==> src/rtl/station_sequencer.sv <==
// -----------------------------------------------------------------------------
// station_sequencer
//
// Rover material-handling sequencer. An IR trigger (synchronised and
// debounced) announces a station pillar; after a detect delay the XADC sample
// is classified COLD / AMBIENT / HOT and compared with the programmed station
// sequence. A match lowers the electromagnet and strobes the "correct station"
// display; either way the sequencer settles, re-arms the IR detector and waits
// for the next pillar to pick up a washer. A missing XADC ready is a sticky
// fault that only RST clears.
//
// Optional build macro:
//   STATION_TEMP_AVG_EN - classify the average of 4 consecutive ready-qualified
//                         samples instead of a single sample.
//
// Ports:
//   CLK            in   system clock (ACLK)
//   RST            in   asynchronous active-high reset
//   trigger        in   IR station detect (1 = pillar), asynchronous to CLK
//   digitalTemp    in   XADC conversion value, TEMP_W bits
//   ready          in   XADC data valid
//   enableIR       out  IR detector power
//   correctStation out  7-segment "correct station" level
//   controlEM      out  electromagnet, 1 = ON
//   controlServo   out  servo, 0 = UP, 1 = DOWN
//   stationIdx     out  index of the expected station
//   wrongStation   out  1-cycle pulse on a class mismatch
//   seqDone        out  1-cycle pulse when the station index wraps
//   fault          out  sticky ready-timeout flag
// -----------------------------------------------------------------------------
module station_sequencer #(
  parameter int                        NUM_STATIONS = 4,
  parameter logic [2*NUM_STATIONS-1:0] SEQ          = 8'b00_10_01_00,
  parameter int                        TEMP_W       = 12,
  parameter int                        COLD_TH      = 1200,
  parameter int                        HOT_TH       = 1900,
  parameter int                        DEB_CYC      = 8,
  parameter int                        DETECT_DLY   = 100,
  parameter int                        SETTLE_DLY   = 500,
  parameter int                        IR_REARM     = 200,
  parameter int                        READY_TO     = 1000
) (
  input  logic                            CLK,
  input  logic                            RST,
  input  logic                            trigger,
  input  logic [TEMP_W-1:0]               digitalTemp,
  input  logic                            ready,
  output logic                            enableIR,
  output logic                            correctStation,
  output logic                            controlEM,
  output logic                            controlServo,
  output logic [$clog2(NUM_STATIONS)-1:0] stationIdx,
  output logic                            wrongStation,
  output logic                            seqDone,
  output logic                            fault
);

  localparam int MAX_DLY = (DETECT_DLY > SETTLE_DLY)
                         ? ((DETECT_DLY > READY_TO) ? DETECT_DLY : READY_TO)
                         : ((SETTLE_DLY > READY_TO) ? SETTLE_DLY : READY_TO);
  localparam int CNT_W = $clog2(MAX_DLY) + 1;
  localparam int IDX_W = $clog2(NUM_STATIONS);
  localparam int DEB_W = $clog2(DEB_CYC) + 1;

  localparam logic [1:0] CLS_AMB  = 2'b00;
  localparam logic [1:0] CLS_HOT  = 2'b01;
  localparam logic [1:0] CLS_COLD = 2'b10;
  localparam logic [1:0] CLS_ANY  = 2'b11;

  localparam logic SERVO_UP = 1'b0;

  typedef enum logic [2:0] {
    S_IDLE, S_ARM, S_SAMPLE, S_CORRECT, S_SETTLE, S_FINDPICKUP, S_PICKUP, S_FAULT
  } state_t;

  state_t             state;
  logic [CNT_W-1:0]   cnt;
  logic [1:0]         sync_ff;
  logic [DEB_W-1:0]   deb_cnt;
  logic               trig_q;

  logic [TEMP_W-1:0]  sample_val;
  logic               sample_done;
  logic [1:0]         sample_cls;
  logic [1:0]         exp_cls;
  logic               sample_match;

  // ---------------------------------------------------------------------------
  // Trigger: 2-flop synchroniser, then a level is accepted only after the
  // synchronised input has differed from trig_q for DEB_CYC consecutive cycles.
  // ---------------------------------------------------------------------------
  // NOTE: sequential state is written with non-blocking (<=) so every flop
  // samples pre-edge values regardless of statement order.
  always_ff @(posedge CLK or posedge RST) begin
    if (RST) begin
      sync_ff <= '0;
      deb_cnt <= '0;
      trig_q  <= 1'b0;
    end else begin
      sync_ff <= {sync_ff[0], trigger};
      if (sync_ff[1] == trig_q) begin
        deb_cnt <= '0;
      end else if (deb_cnt == DEB_W'(DEB_CYC - 1)) begin
        trig_q  <= sync_ff[1];
        deb_cnt <= '0;
      end else begin
        deb_cnt <= deb_cnt + DEB_W'(1);
      end
    end
  end

`ifdef STATION_TEMP_AVG_EN
  // Four-sample accumulator; cleared while arming so every visit starts fresh.
  logic [TEMP_W+1:0] avg_sum;
  logic [TEMP_W+1:0] sum_next;
  logic [1:0]        avg_n;

  always_ff @(posedge CLK or posedge RST) begin
    if (RST) begin
      avg_sum <= '0;
      avg_n   <= '0;
    end else if (state == S_ARM) begin
      avg_sum <= '0;
      avg_n   <= '0;
    end else if (state == S_SAMPLE && ready) begin
      if (avg_n == 2'd3) begin
        avg_sum <= '0;
        avg_n   <= '0;
      end else begin
        avg_sum <= sum_next;
        avg_n   <= avg_n + 2'd1;
      end
    end
  end
`endif

  // ---------------------------------------------------------------------------
  // Classification and sequence lookup.
  // ---------------------------------------------------------------------------
  // NOTE: every signal gets a default at the top of always_comb so no path
  // leaves it unassigned and no latch is inferred.
  always_comb begin
    sample_val  = digitalTemp;
    sample_done = ready;
`ifdef STATION_TEMP_AVG_EN
    sum_next    = avg_sum + (TEMP_W+2)'(digitalTemp);
    sample_val  = sum_next[TEMP_W+1:2];
    sample_done = ready && (avg_n == 2'd3);
`endif
    if (sample_val <= TEMP_W'(COLD_TH))
      sample_cls = CLS_COLD;
    else if (sample_val >= TEMP_W'(HOT_TH))
      sample_cls = CLS_HOT;
    else
      sample_cls = CLS_AMB;
    exp_cls      = SEQ[{stationIdx, 1'b0} +: 2];
    sample_match = (exp_cls == CLS_ANY) || (exp_cls == sample_cls);
  end

  // ---------------------------------------------------------------------------
  // Main sequencer. All outputs are registered here.
  // ---------------------------------------------------------------------------
  always_ff @(posedge CLK or posedge RST) begin
    if (RST) begin
      state          <= S_IDLE;
      cnt            <= '0;
      enableIR       <= 1'b1;
      correctStation <= 1'b0;
      controlEM      <= 1'b0;
      controlServo   <= SERVO_UP;
      stationIdx     <= '0;
      wrongStation   <= 1'b0;
      seqDone        <= 1'b0;
      fault          <= 1'b0;
    end else begin
      wrongStation <= 1'b0;
      seqDone      <= 1'b0;
      case (state)
        S_IDLE: begin
          controlServo   <= SERVO_UP;
          correctStation <= 1'b0;
          enableIR       <= 1'b1;
          if (trig_q) begin
            enableIR <= 1'b0;
            cnt      <= CNT_W'(DETECT_DLY);
            state    <= S_ARM;
          end
        end
        S_ARM: begin
          if (cnt == '0) begin
            cnt   <= CNT_W'(READY_TO);
            state <= S_SAMPLE;
          end else begin
            cnt <= cnt - CNT_W'(1);
          end
        end
        S_SAMPLE: begin
          // A sample arriving on the last timeout cycle still wins.
          if (sample_done) begin
            if (sample_match) begin
              state <= S_CORRECT;
            end else begin
              wrongStation <= 1'b1;
              cnt          <= CNT_W'(SETTLE_DLY);
              enableIR     <= (IR_REARM == 0);
              state        <= S_SETTLE;
            end
`ifdef STATION_TEMP_AVG_EN
          end else if (ready) begin
            cnt <= CNT_W'(READY_TO);
`endif
          end else if (cnt == '0) begin
            fault        <= 1'b1;
            enableIR     <= 1'b1;
            controlEM    <= 1'b0;
            controlServo <= SERVO_UP;
            state        <= S_FAULT;
          end else begin
            cnt <= cnt - CNT_W'(1);
          end
        end
        S_CORRECT: begin
          controlEM      <= 1'b0;
          correctStation <= 1'b1;
          cnt            <= CNT_W'(SETTLE_DLY);
          enableIR       <= (IR_REARM == 0);
          if (stationIdx == IDX_W'(NUM_STATIONS - 1)) begin
            stationIdx <= '0;
            seqDone    <= 1'b1;
          end else begin
            stationIdx <= stationIdx + IDX_W'(1);
          end
          state <= S_SETTLE;
        end
        S_SETTLE: begin
          // Compare against the pre-decrement value so enableIR rises on the
          // same edge the counter reaches SETTLE_DLY-IR_REARM, i.e. exactly
          // IR_REARM cycles after entering SETTLE.
          if (cnt == CNT_W'(SETTLE_DLY - IR_REARM + 1))
            enableIR <= 1'b1;
          if (cnt == '0)
            state <= S_FINDPICKUP;
          else
            cnt <= cnt - CNT_W'(1);
        end
        S_FINDPICKUP: begin
          if (trig_q)
            state <= S_PICKUP;
        end
        S_PICKUP: begin
          controlEM    <= 1'b1;
          controlServo <= correctStation;
          if (!trig_q)
            state <= S_IDLE;
        end
        S_FAULT: begin
          fault        <= 1'b1;
          enableIR     <= 1'b1;
          controlEM    <= 1'b0;
          controlServo <= SERVO_UP;
        end
        default: state <= S_IDLE;
      endcase
    end
  end

endmodule

==> config.mk <==
export PLATFORM = sky130hd
export DESIGN_NAME = station_sequencer
export DESIGN_NICKNAME = d
export VERILOG_FILES = /design/src/rtl/station_sequencer.sv
export SDC_FILE = /design/constraint.sdc
export NUM_CORES = 1
export LEC_CHECK = 0
export BUFFER_PORTS_ARGS = -buffer_cell sky130_fd_sc_hd__buf_2
export CAP_MARGIN = 20
export CORE_MARGIN = 4
export CORE_UTILIZATION = 50
export CTS_CLUSTER_SIZE = 12
export DETAILED_ROUTE_END_ITERATION = 16
export GPL_TIMING_DRIVEN = 0
export PLACE_DENSITY = 0.71
export SYNTH_ARGS = -nofsm -noshare
export SYNTH_HDL_FRONTEND = slang
export SYNTH_SLANG_ARGS = --single-unit
==> constraint.sdc <==
create_clock -name CLK -period 3.1 [get_ports CLK]
set_input_delay 0.62 -clock CLK [delete_from_list [all_inputs] [get_ports CLK]]
set_output_delay 0.62 -clock CLK [all_outputs]
set_load 0.1 [all_outputs]
Word-level counts from Yosys, hierarchy flattened
Cells that the tools add are included.

word-level totals
  flip-flop bits (word level) = 30
  input port bits = 16
  output and inout bits = 9
  word-level logic and storage cells = 100

cells by class
  add/subtract/negate cells = 3
  order comparisons = 2
  equality and inequality tests = 23
  shifts and indexed selects = 1
  muxes and demuxes = 38
  bitwise operators = 1
  reduce and logical (&&, ||, !) cells = 19

operator list
  operator                                                              number
  two-way mux 11 bit                                                    5
  one-hot mux 11 bit (5 select lines)                                   1
  two-way mux 3 bit                                                     8
  one-hot mux 3 bit (7 select lines)                                    1
  != test 2 bit (second input constant)                                 8
  two-way mux 1 bit                                                     14
  == test 3 bit (second input constant)                                 4
  greater-or-equal comparator 12 x 11 -> 1 bit (second input constant)  1
  less-or-equal comparator 12 x 11 -> 1 bit (second input constant)     1
  AND reduction 3 bit                                                   4
  == test 11 x 9 -> 1 bit (second input constant)                       1
  logical NOT 11 bit                                                    1
  subtractor 11 x 1 -> 11 bit (second input constant)                   1
  nonzero test 5 bit                                                    2
  two-way mux 4 bit                                                     2
  indexed part select 8 x 4 -> 2 bit (first input constant)             1
  AND reduction 7 bit                                                   1
  nonzero test 7 bit                                                    1
  == test 3 x 2 -> 1 bit (second input constant)                        2
  != test 3 bit (second input constant)                                 2
  one-hot mux 1 bit (3 select lines)                                    2
  nonzero test 3 bit                                                    2
  one-hot mux 1 bit (5 select lines)                                    1
  adder 4 x 1 -> 4 bit (second input constant)                          1
  other kinds (15)                                                      20

Depth between registers and ports, before layout
Gate-level depths: netlist (run 1).

  word-level depth = 8
  mapped depth = 10
  depth with buffers taken out = 9

Worst setup path before layout (run 1)
No wires, ideal clock.

  kind = reg2reg
  from = register stationIdx[0]
  to = register cnt[1]
  setup time = 0.139 ns
  arrival = 2.199 ns
  required time = 2.961 ns
  slack = 0.762 ns
  stages on the path, launching flop included = 10
  path buffers = 1
  period minus slack after synthesis = 2.338 ns
  path through = dfrtp_1 -> inv_1 -> ha_1 -> nor2_1 -> o31a_1 -> a211o_1 -> nand3_2 -> buf_4 -> o21ai_0 -> o31ai_1

between the ends
  longest elaborated chain between the ends = 5
  elaborated cells between the ends (all ways) = 6
  those cells by class = 3 x eq/ne; 1 x shift; 2 x reduce/logical

ends and longest elaborated chain
  item                                      RTL line  text
  start: declaration                        52        output logic [$clog2(NUM_STATIONS)-1:0] stationIdx,
  start signal: assignment                  231       stationIdx <= stationIdx + IDX_W'(1);
  indexed part select 8 x 4 -> 2 bit (*)    156       exp_cls = SEQ[{stationIdx, 1'b0} +: 2];
  == test 2 bit                             157       sample_match = (exp_cls == CLS_ANY) || (exp_cls == sample_cls);
  logical OR 1 bit (*)                      157
  != test 3 bit (no source line) (*)        n/a
  AND reduction 3 bit (no source line) (*)  n/a
  end signal: assignment                    185       cnt <= CNT_W'(DETECT_DLY);
  end signal: assignment                    191       cnt <= CNT_W'(READY_TO);
  end signal: assignment                    194       cnt <= cnt - CNT_W'(1);
  end: declaration                          77        logic [CNT_W-1:0] cnt;

Mark *: on every way between the ends. The rest lies on a longest branch, timed or not.
A chain may end at the register's enable or synchronous reset.

Final worst setup path (run 1)
  from = register cnt[0]
  to = register cnt[0]

between the ends
  longest elaborated chain between the ends = 4
  elaborated cells between the ends (all ways) = 6
  those cells by class = 1 x add/sub; 4 x mux; 1 x reduce/logical

ends and longest elaborated chain
  item                                                                      RTL line  text
  subtractor 11 x 1 -> 11 bit / logical NOT 11 bit (equally long branches)  n/a
  two-way mux 11 bit                                                        212, 241
  two-way mux 11 bit                                                        199       if (sample_done) begin
  one-hot mux 11 bit (5 select lines) (*)                                   178       case (state)

Marked as above.

==> flow_metrics.py, run 1 <==
metrics = {
    "finish": {
        "ff_latch_area_um2": 752,
        "layout-drive-gt1-share_pct": 19.0,
        "post-route-util_pct": 60.4,
        "diodes": 0,
        "multi_input_area_um2": 1060,
        "nets": 270,
        "fill_cells": 324,
        "stdcell_area_um2": 2230,
        "area_growth_pct": 16.2,
    },
    "grt": {
        "track_usage_pct": 18.8,
        "gr-usage-met1_pct": 26.5,
        "grt_max_degree": 23,
        "overflow": 0,
        "grt_first_pass_wirelength_um": 7490,
        "grt_pass1_vias": 1639,
        "grt-busiest-layer": "met2",
        "met2_usage_pct": 27.9,
        "met3_usage_pct": 4.60,
        "antenna_found_initial": 0,
    },
    "timing": {
        "setup_viol": 0,
        "tightest_slew_ns": 0.682,
        "hold_viol_final": 0,
        "fmax_mhz": 425,
        "tns_ns": 0,
        "slew_headroom_pct": 54.5,
        "post-route-period-util_pct": 76.0,
        "layout_min_cycle_time_ns": 2.36,
        "setup_ws_ns": 0.745,
        "slew_viol_final": 0,
        "skew_ns": 0.00584,
        "rsz0062_at_grt": "false",
    },
    "worst_hold_path": {
        "holdCritPathClass": "in -> async",
    },
    "power_and_ir_drop": {
        "report.power.total_w": 0.00231,
        "p_leak_nw": 0.999,
        "p_comb_share_pct": 54.8,
        "seqPwrFrac_pct": 28.5,
        "cellPowerDensity_nw_per_um2": 1030,
        "sw_frac_of_total_pct": 48.5,
        "p_sw_w": 0.00112,
        "ir_drop_mv": 0.495,
        "p_clk_share_pct": 16.8,
        "cellInternalPower_w": 0.00119,
    },
    "synthesis": {
        "synthMuxAreaShare_pct": 0.587,
        "synth-xor-area-share_pct": 1.83,
        "synth_top_area_share_pct": 37.8,
        "synthesis.area_um2": 1920,
        "synth_area_leader_cell": "dfrtp_1",
        "synth_enable_flop_cells": 0,
        "ys_types": 60,
        "synth_top_family_by_area": "compound AO/OA/AOI/OAI gates",
        "ys_seq_area_share_pct": 39.2,
        "synth_flop_cell": "dfrtp_1",
        "synth_warnings": 0,
        "ys_top_cells_by_area": "dfrtp_1 38%, nor2_1 5.3%, ha_1 4.6%",
        "async_flop_share_pct": 100,
        "synthSimpleGateAreaFrac_pct": 22.4,
        "synthCells": 216,
        "synth_compound_area_share_pct": 26.1,
        "synthAdderAreaFrac_pct": 4.57,
        "synth_seq_cells": 30,
        "synth_fp_nets": 239,
        "syn_area_per_cell_um2": 8.88,
    },
    "clocking": {
        "cts_tree": "built",
        "cts_setup_buffers": 0,
        "htreeDepth": 2,
        "clock_path_buffers": 2,
        "worstSkewPairLatency_ns": 0.29,
        "ctsResizeCount": 0,
        "ctsHoldBuffers": 0,
        "clkTransAtPathRegs_ns": 0.07,
        "cts_root_buf": "clkbuf_8",
        "clock_sinks": 30,
        "cts_buffers": 5,
    },
    "placed_design": {
        "dp_slack_ns": 0.774,
        "place_hpwl_um": 3240,
        "placed_area_um2": 2120,
        "numPortBuffers": 23,
        "gp_congestion": 0.907,
    },
    "worst_setup_path": {
        "reg2reg_to": "cnt[0]",
        "slowest_delay_ns": 0.46,
        "required_ns": 3.27,
        "cpMostUsedCell": "ha_1",
        "crit_path_start_kind": "flop",
        "cp_num_buf_inv": 3,
        "crit_path_cell_trace": "inv_1, ha_1, nor4b_2, and3_1, buf_6, inv_6, ha_1, nor2_1, a221o_1",
        "worstPathArrival_ns": 2.53,
        "worstSetupPathType": "reg -> reg",
        "reg2reg_slack_ns": 0.74,
        "crit_family": "simple AND/OR/NAND/NOR gates",
        "end_kind": "flop",
        "crit_fanout": 10,
        "slowest_stage": "dfrtp_1",
        "rr_startpoint": "cnt[0]",
        "reg2reg_depth": 9,
    },
    "floorplanning": {
        "core_um2": 3690,
        "die_h_um": 69.9,
        "dieArea_um2": 4890,
        "die_x_um": 69.9,
        "rows": 22,
        "io_pins": 25,
        "start_util_pct": 52.0,
    },
    "routing": {
        "route.detailed.drc": 0,
        "viasPerCell": 5.88,
        "drt-initial-drc-count": 79,
        "routedWlPerCell_um": 14.9,
        "vias": 1740,
        "drt_first_pass_iters": 4,
        "ant_nets": 0,
        "wl_um": 4420,
    },
    "run": {
        "max_cap_violations": 0,
    },
    "outcome": {
        "status": "complete, no violations",
    },
}
## routing by layer
metal	vias up	routed length, um	share of wire [%]
met4	0	72	1.6
met1	819	2160	49
met3	8	263	6.0
met2	49	1920	43
met5	-	0	0
li1	864	-	-
## worst max path at each step
stage	to	from	cells past startpoint
4_1_cts	cnt[0]	cnt[0]	9
3_5_place_dp	cnt[0]	cnt[0]	9
2_1_floorplan	cnt[1]	stationIdx[0]	9
5_1_grt	controlServo	cnt[0]	10
6_report	cnt[0]	cnt[0]	9
3_3_place_gp	cnt[0]	cnt[0]	9
## through the flow
stage / cells / hold WS (ns)
CTS: 296 / 0.328
global route: 296 / 0.358
finish: 296 / 0.321
floorplan: 216 / 0.331
global placement: 287 / 0.331
detailed placement: 288 / 0.340
## worst reg2reg max path: cells and delay by family (launching register included)
kind	cells	cell delay (ns)
adders and majority gates	2	0.50
buffers and inverters	3	0.35
and+or+nand+nor	3	0.69
DFF	1	0.46
AOI/OAI and AO/OA	1	0.25
## sequential cells by signal, summed over array words and instances (netlist names)
signal and flops:
cnt 11, wrongStation 1, seqDone 1, controlEM 1
trig_q 1, state 3, controlServo 1, stationIdx 2
enableIR 1, correctStation 1, fault 1, deb_cnt 4
sync_ff 2
## cell usage in the layout (no fill, tap or decap), drive strengths merged, types with 2 or more instances in the layout
cell	count
clkinv	2
nor2	27
o21a	3
xnor2	4
clkbuf	10
and3	2
nand2	13
nor2b	4
nor3	11
nand3	6
nand2b	2
o31a	2
nor3b	2
a31oi	3
a211oi	3
inv	10
a21o	4
dfrtp	29
nor4	4
a21boi	4
ha	7
nor4b	2
o21ai	19
a211o	2
o22a	3
o31ai	4
a22o	2
buf	29
a41oi	2
a21oi	9
## layout make-up
| class | count | area share (%) |
|---|---|---|
| Buffer | 10 | 2.64 |
| Clock buffer | 5 | 3.09 |
| Clock inverter | 3 | 1.80 |
| Inverter | 10 | 1.91 |
| Multi-Input combinational cell | 166 | 47.8 |
| Sequential cell | 30 | 33.7 |
| Tap cell | 48 | 2.69 |
| Timing Repair Buffer | 24 | 6.40 |
## cells in the mapped netlist, drive strengths merged (3+ instances only)
master / number
ha: 7
buf: 5
nand2: 13
nor3: 11
a31oi: 3
nor2b: 4
a21boi: 4
o22a: 3
nor4: 4
a21o: 4
a211oi: 3
o31ai: 4
o21a: 3
clkbuf: 5
a21oi: 9
nand3: 6
xnor2: 4
nor2: 27
dfrtp: 29
o21ai: 19
inv: 10
## kinds of logic (layout without fill, tap and decap cells)
family,after synthesis,count (layout)
AOI/OAI and AO/OA,72,72
xor gates and xnor gates,4,4
adders and majority gates,7,7
buffers and inverters,20,52
DFF,30,30
muxes,1,1
and+or+nand+nor,82,82
## power by group through the flow
stage	Sequential [W]	Clock (W)	Combinational, W
after CTS	0.000655	0.000397	0.00126
after global placement	0.000656	0	0.00123
after detailed placement	0.000660	0	0.00125
after global routing	0.000677	0.000415	0.00139
final	0.000656	0.000387	0.00126
after floorplan	0.000889	0	0.000754
(Power assumes the default switching activity.)
==> run 2, diff against run 1 <==
==> constraint.sdc (replaced) <==
create_clock -name CLK -period 2.4 [get_ports CLK]
set_input_delay 0.48 -clock CLK [delete_from_list [all_inputs] [get_ports CLK]]
set_output_delay 0.48 -clock CLK [all_outputs]
set_load 0.1 [all_outputs]
==> run 2 against run 1 <==
  * Via count is 0.11% higher
  * Routed wire length is 0.32% higher
  * Worst setup slack worse by 0.62 ns
  * Sequential power is 30% higher
  * Clock skew hardly changed
  * Flip-flop and latch count stayed put
  * Largest power group unchanged
  * Combinational power is 30% higher
==> flow_metrics.py, run 2 (synthesis results as in run 1) <==
metrics = {
    "grt": {
        "grt_pass1_vias": 1639,
        "overflow": 0,
        "track_usage_pct": 18.8,
        "antenna_found_initial": 0,
        "grt_max_degree": 23,
        "grt_first_pass_wirelength_um": 7490,
    },
    "clocking": {
        "cts_root_buf": "clkbuf_8",
        "cts_setup_buffers": 0,
        "clkTransAtPathRegs_ns": 0.07,
        "worstSkewPairLatency_ns": 0.29,
        "htreeDepth": 2,
        "clock_sinks": 30,
        "clock_path_buffers": 2,
        "cts_buffers": 5,
        "ctsHoldBuffers": 0,
        "ctsResizeCount": 0,
        "cts_tree": "built",
    },
    "floorplanning": {
        "io_pins": 25,
        "start_util_pct": 52.0,
        "die_x_um": 69.9,
        "rows": 22,
        "dieArea_um2": 4890,
        "die_h_um": 69.9,
        "core_um2": 3690,
    },
    "routing": {
        "viasPerCell": 5.89,
        "route.detailed.drc": 0,
        "ant_nets": 0,
        "vias": 1742,
        "routedWlPerCell_um": 15.0,
        "drt-initial-drc-count": 107,
        "wl_um": 4430,
        "drt_first_pass_iters": 4,
    },
    "outcome": {
        "status": "complete, no violations",
    },
    "finish": {
        "regMostFlops": "cnt",
        "area_growth_pct": 16.7,
        "layout-drive-gt1-share_pct": 19.0,
        "layout_commonest_cell": "dfrtp_1",
        "reg_top3": "cnt: 11 flops, deb_cnt: 4 flops, state: 3 flops",
        "most-common-layout-cells": "29 x dfrtp_1, 27 x nor2_1, 25 x buf_2",
        "largest_reg_flops": 11,
        "nets": 270,
        "diodes": 0,
    },
    "timing": {
        "hold_viol_final": 0,
        "fmax_mhz": 439,
        "tightest_slew_ns": 0.661,
        "setup_ws_ns": 0.124,
        "setup_viol": 0,
        "slew_headroom_pct": 55.9,
        "layout_min_cycle_time_ns": 2.28,
        "whs_ns": 0.180,
        "post-route-period-util_pct": 94.8,
        "skew_ns": 0.00573,
        "slew_viol_final": 0,
    },
    "worst_setup_path": {
        "crit_path_start_kind": "flop",
        "worstSetupPathType": "reg -> reg",
        "reg2reg_to": "cnt[0]",
        "cpMostUsedCell": "ha_1",
        "required_ns": 2.57,
        "crit_family": "simple AND/OR/NAND/NOR gates",
        "worstPathArrival_ns": 2.45,
        "slowest_delay_ns": 0.45,
        "crit_path_cell_trace": "inv_1, ha_1, nor4b_4, and3_1, buf_6, inv_6, ha_1, nor2_1, a221o_1",
        "rr_startpoint": "cnt[0]",
        "cp_num_buf_inv": 3,
        "reg2reg_slack_ns": 0.12,
        "crit_fanout": 10,
        "end_kind": "flop",
        "slowest_stage": "dfrtp_1",
        "reg2reg_depth": 9,
    },
    "worst_hold_path": {
        "holdCritPathClass": "in -> async",
    },
    "power_and_ir_drop": {
        "cellPowerDensity_nw_per_um2": 1340,
        "ir_drop_mv": 0.639,
        "p_leak_nw": 1.00,
    },
    "placed_design": {
        "place_hpwl_um": 3240,
        "numPortBuffers": 23,
        "gp_congestion": 0.907,
        "dp_slack_ns": 0.0737,
    },
    "run": {
        "max_cap_violations": 0,
    },
}
run 2: power by group:
group | switching (W) | leakage (nW) | internal (W)
sequential | 0.000184 | 0.374 | 0.000670
combinational | 0.00107 | 0.572 | 0.000565
clock | 0.000195 | 0.0579 | 0.000305
total | 0.00145 | 1.00 | 0.00154
run 2: through the flow:
step           area, um2  cells  total power (W)  util (%)  setup TNS [ns]
3_3_place_gp        2090    287          0.00243      56.8               0
6_report            2240    296          0.00299      60.7               0
4_1_cts             2230    296          0.00299      60.4               0
5_1_grt             2240    296          0.00322      60.7       -0.000888
2_1_floorplan       1920    216          0.00212         -               0
3_5_place_dp        2120    288          0.00247      57.5               0
run 2: final cells by class:
cell class,count,area (um2)
Clock buffer,5,68.8
Multi-Input combinational cell,166,1070
Clock inverter,3,40.0
Buffer,10,58.8
Fill cell,323,1450
Timing Repair Buffer,24,143
Tap cell,48,60.1
Inverter,10,42.5
Sequential cell,30,752
run 2: worst max path at each step:
| stage | cells after the start | slack (ns) | endpoint | startpoint |
|---|---|---|---|---|
| floorplan | 9 | 0.06 | cnt[1] | stationIdx[0] |
| global placement | 9 | 0.10 | cnt[0] | cnt[0] |
| detailed placement | 9 | 0.07 | cnt[0] | cnt[0] |
| CTS | 9 | 0.06 | cnt[0] | cnt[0] |
| global route | 10 | -0.0009 | controlServo | cnt[0] |
| finish | 9 | 0.12 | cnt[0] | cnt[0] |
run 2: routing by layer:
layer / track usage, % / routed length, um
met3: 4.60 / 258
met5: 0 / 0
met4: 6.81 / 72
met1: 26.5 / 2140
met2: 27.9 / 1960
run 2: worst reg2reg max path: cells and delay by family (launching register included):
family | cells | cell delay (ns)
AO/OA/AOI/OAI | 1 | 0.25
flip-flops | 1 | 0.45
buffers and inverters | 3 | 0.34
AND/OR/NAND/NOR | 3 | 0.61
adder cells (fa/ha/maj) | 2 | 0.51
==> run 3, diff against run 2 <==
--- a/config.mk
+++ b/config.mk
@@ -5,6 +5,7 @@
 export SDC_FILE = /design/constraint.sdc
 export NUM_CORES = 1
 export LEC_CHECK = 0
+export ABC_AREA = 1
 export BUFFER_PORTS_ARGS = -buffer_cell sky130_fd_sc_hd__buf_2
 export CAP_MARGIN = 20
 export CORE_MARGIN = 4
@@ -12,7 +13,7 @@
 export CTS_CLUSTER_SIZE = 12
 export DETAILED_ROUTE_END_ITERATION = 16
 export GPL_TIMING_DRIVEN = 0
-export PLACE_DENSITY = 0.71
+export PLACE_DENSITY = 0.7
 export SYNTH_ARGS = -nofsm -noshare
 export SYNTH_HDL_FRONTEND = slang
 export SYNTH_SLANG_ARGS = --single-unit
==> run 3 against run 2 <==
  * Sequential share of layout area down 2.0 points
  * Final cell count up 21%
  * Critical path depth unchanged
  * Clock power down 14%
  * Design area up 6.5%
  * Flip-flop and latch count unchanged
  * Critical path type unchanged
  * Largest power group unchanged
  * Highest routed layer unchanged
==> flow_metrics.py, run 3 <==
metrics = {
    "clocking": {
        "cts_tree": "built",
        "htreeDepth": 2,
        "cts_setup_buffers": 0,
        "cts_root_buf": "clkbuf_8",
        "ctsResizeCount": 0,
        "clock_sinks": 30,
        "clkTransAtPathRegs_ns": 0.07,
        "ctsHoldBuffers": 0,
        "clock_path_buffers": 2,
        "cts_buffers": 5,
        "worstSkewPairLatency_ns": 0.29,
    },
    "worst_setup_path": {
        "crit_family": "simple AND/OR/NAND/NOR gates",
        "crit_path_cell_trace": "inv_1, ha_1, nand3_2, nor2_8, nand3_4, ha_1, nor2_1, a21oi_1, nand2_1",
        "crit_fanout": 8,
        "worstSetupPathType": "reg -> reg",
        "cp-startpoint": "cnt[0]",
        "reg2reg_depth": 9,
        "cpMostUsedCell": "ha_1",
        "crit_path_start_kind": "flop",
        "slowest_stage": "dfrtp_1",
        "required_ns": 2.58,
        "worstPathArrival_ns": 2.02,
        "slowest_delay_ns": 0.39,
        "rr_startpoint": "cnt[0]",
        "path_depth": 9,
        "cp_num_buf_inv": 1,
        "end_kind": "flop",
    },
    "power_and_ir_drop": {
        "cellPowerDensity_nw_per_um2": 1330,
        "p_leak_nw": 1.25,
        "ir_drop_mv": 0.965,
    },
    "grt": {
        "met2_usage_pct": 31.0,
        "grt-busiest-layer": "met2",
        "overflow": 0,
        "grt_pass1_vias": 1777,
        "grt_max_degree": 21,
        "gr-usage-met1_pct": 24.0,
        "track_usage_pct": 19.3,
        "met3_usage_pct": 4.85,
        "antenna_found_initial": 0,
        "grt_first_pass_wirelength_um": 7760,
    },
    "floorplanning": {
        "die_x_um": 72.5,
        "die_h_um": 72.5,
        "io_pins": 25,
        "rows": 23,
        "start_util_pct": 52.0,
        "dieArea_um2": 5250,
        "core_um2": 4000,
    },
    "synthesis": {
        "synth_area_leader_cell": "dfrtp_1",
        "ys_types": 38,
        "synth_seq_cells": 30,
        "synthCells": 276,
        "synth_top_area_share_pct": 34.9,
        "syn_area_per_cell_um2": 7.53,
        "synth_fp_nets": 299,
        "synth_warnings": 0,
        "synth_enable_flop_cells": 0,
        "synth_flop_cell": "dfrtp_1",
        "async_flop_share_pct": 100,
        "ys_seq_area_share_pct": 36.2,
        "ys_top_cells_by_area": "dfrtp_1 35%, nand2_1 11%, inv_1 6.5%",
        "synth_common_cells": "59 x nand2_1, 36 x inv_1, 29 x dfrtp_1",
        "synthesis.area_um2": 2080,
        "synth_most_common_cell": "nand2_1",
    },
    "finish": {
        "diodes": 0,
        "ff_latch_area_um2": 752,
        "largest_reg_flops": 11,
        "reg_top3": "cnt: 11 flops, deb_cnt: 4 flops, state: 3 flops",
        "layout-drive-gt1-share_pct": 24.9,
        "most-common-layout-cells": "59 x nand2_1, 36 x inv_1, 29 x dfrtp_1",
        "multi_input_area_um2": 1110,
        "nets": 331,
        "fill_cells": 370,
        "area_growth_pct": 14.7,
        "layout_commonest_cell": "nand2_1",
        "stdcell_area_um2": 2380,
        "regMostFlops": "cnt",
    },
    "timing": {
        "tightest_slew_ns": 0.529,
        "slew_viol_final": 0,
        "setup_ws_ns": 0.556,
        "tns_ns": 0,
        "rsz0062_at_grt": "false",
        "post-route-period-util_pct": 76.8,
        "slew_headroom_pct": 64.7,
        "hold_viol_final": 0,
        "skew_ns": 0.00663,
        "fmax_mhz": 542,
        "setup_viol": 0,
        "layout_min_cycle_time_ns": 1.84,
    },
    "placed_design": {
        "gp_congestion": 0.887,
        "dp_slack_ns": 0.557,
        "place_hpwl_um": 3500,
        "numPortBuffers": 24,
        "placed_area_um2": 2290,
    },
    "routing": {
        "drt_first_pass_iters": 4,
        "vias": 1817,
        "drt-initial-drc-count": 75,
        "routedWlPerCell_um": 12.4,
        "ant_nets": 0,
        "viasPerCell": 5.06,
        "route.detailed.drc": 0,
        "wl_um": 4470,
    },
    "outcome": {
        "status": "complete, no violations",
    },
    "worst_hold_path": {
        "holdCritPathClass": "in -> async",
    },
    "run": {
        "max_cap_violations": 0,
    },
}
==> run 3: area by class of cell <==
class / count / share of cell area (%)
inverters: 47 / 7.61
well taps: 50 / 2.62
flip-flops and latches: 30 / 31.5
clock buffers: 6 / 3.46
clock inverters: 2 / 0.525
multi-input cells: 195 / 46.6
plain buffers: 4 / 1.42
repair buffers: 25 / 6.19
==> run 3: path summary, 6_finish.rpt <==
path	end	slack, ns
max	cnt[0]	0.56
min	cnt[7]	0.21
max reg2reg	cnt[0]	0.56
min reg2reg	sync_ff[1]	0.35
max in group asynchronous	enableIR	1.62
min in group CLK	sync_ff[0]	0.30
==> run 3: power by group <==
group | switching, W | internal, W
combinational | 0.00137 | 0.000559
sequential | 0.000118 | 0.000680
clock | 0.000202 | 0.000230
==> run 3: worst reg2reg max path: stages (launching register included) <==
cell     delay, ns
dfrtp_1       0.39
inv_1         0.10
ha_1          0.24
nand3_2       0.14
nor2_8        0.15
nand3_4       0.16
ha_1          0.32
nor2_1        0.04
a21oi_1       0.13
nand2_1       0.07
==> run 3: cell families after synthesis <==
| logic type | count (synthesis) | share of synthesized area, % |
|---|---|---|
| and+or+nand+nor | 140 | 34.3 |
| buffers and inverters | 51 | 10.4 |
| AOI/OAI and AO/OA | 40 | 11.6 |
| DFF | 30 | 36.2 |
| xor gates and xnor gates | 8 | 3.37 |
| adders and majority gates | 7 | 4.21 |
==> run 3: per-stage QoR <==
step	utilization, %	hold slack, ns	power [W]	instances
finish	59.6	0.215	0.00316	359
global route	59.6	0.242	0.00343	359
CTS	59.6	0.232	0.00317	359
detailed placement	57.2	0.339	0.00273	351
global placement	56.5	0.334	0.00269	350
floorplan	-	0.331	0.00236	276
==> run 3: routing by layer <==
layer	wire (um)	up-vias
met5	0	-
met4	77	0
li1	-	943
met1	2090	842
met2	2150	27
met3	156	5
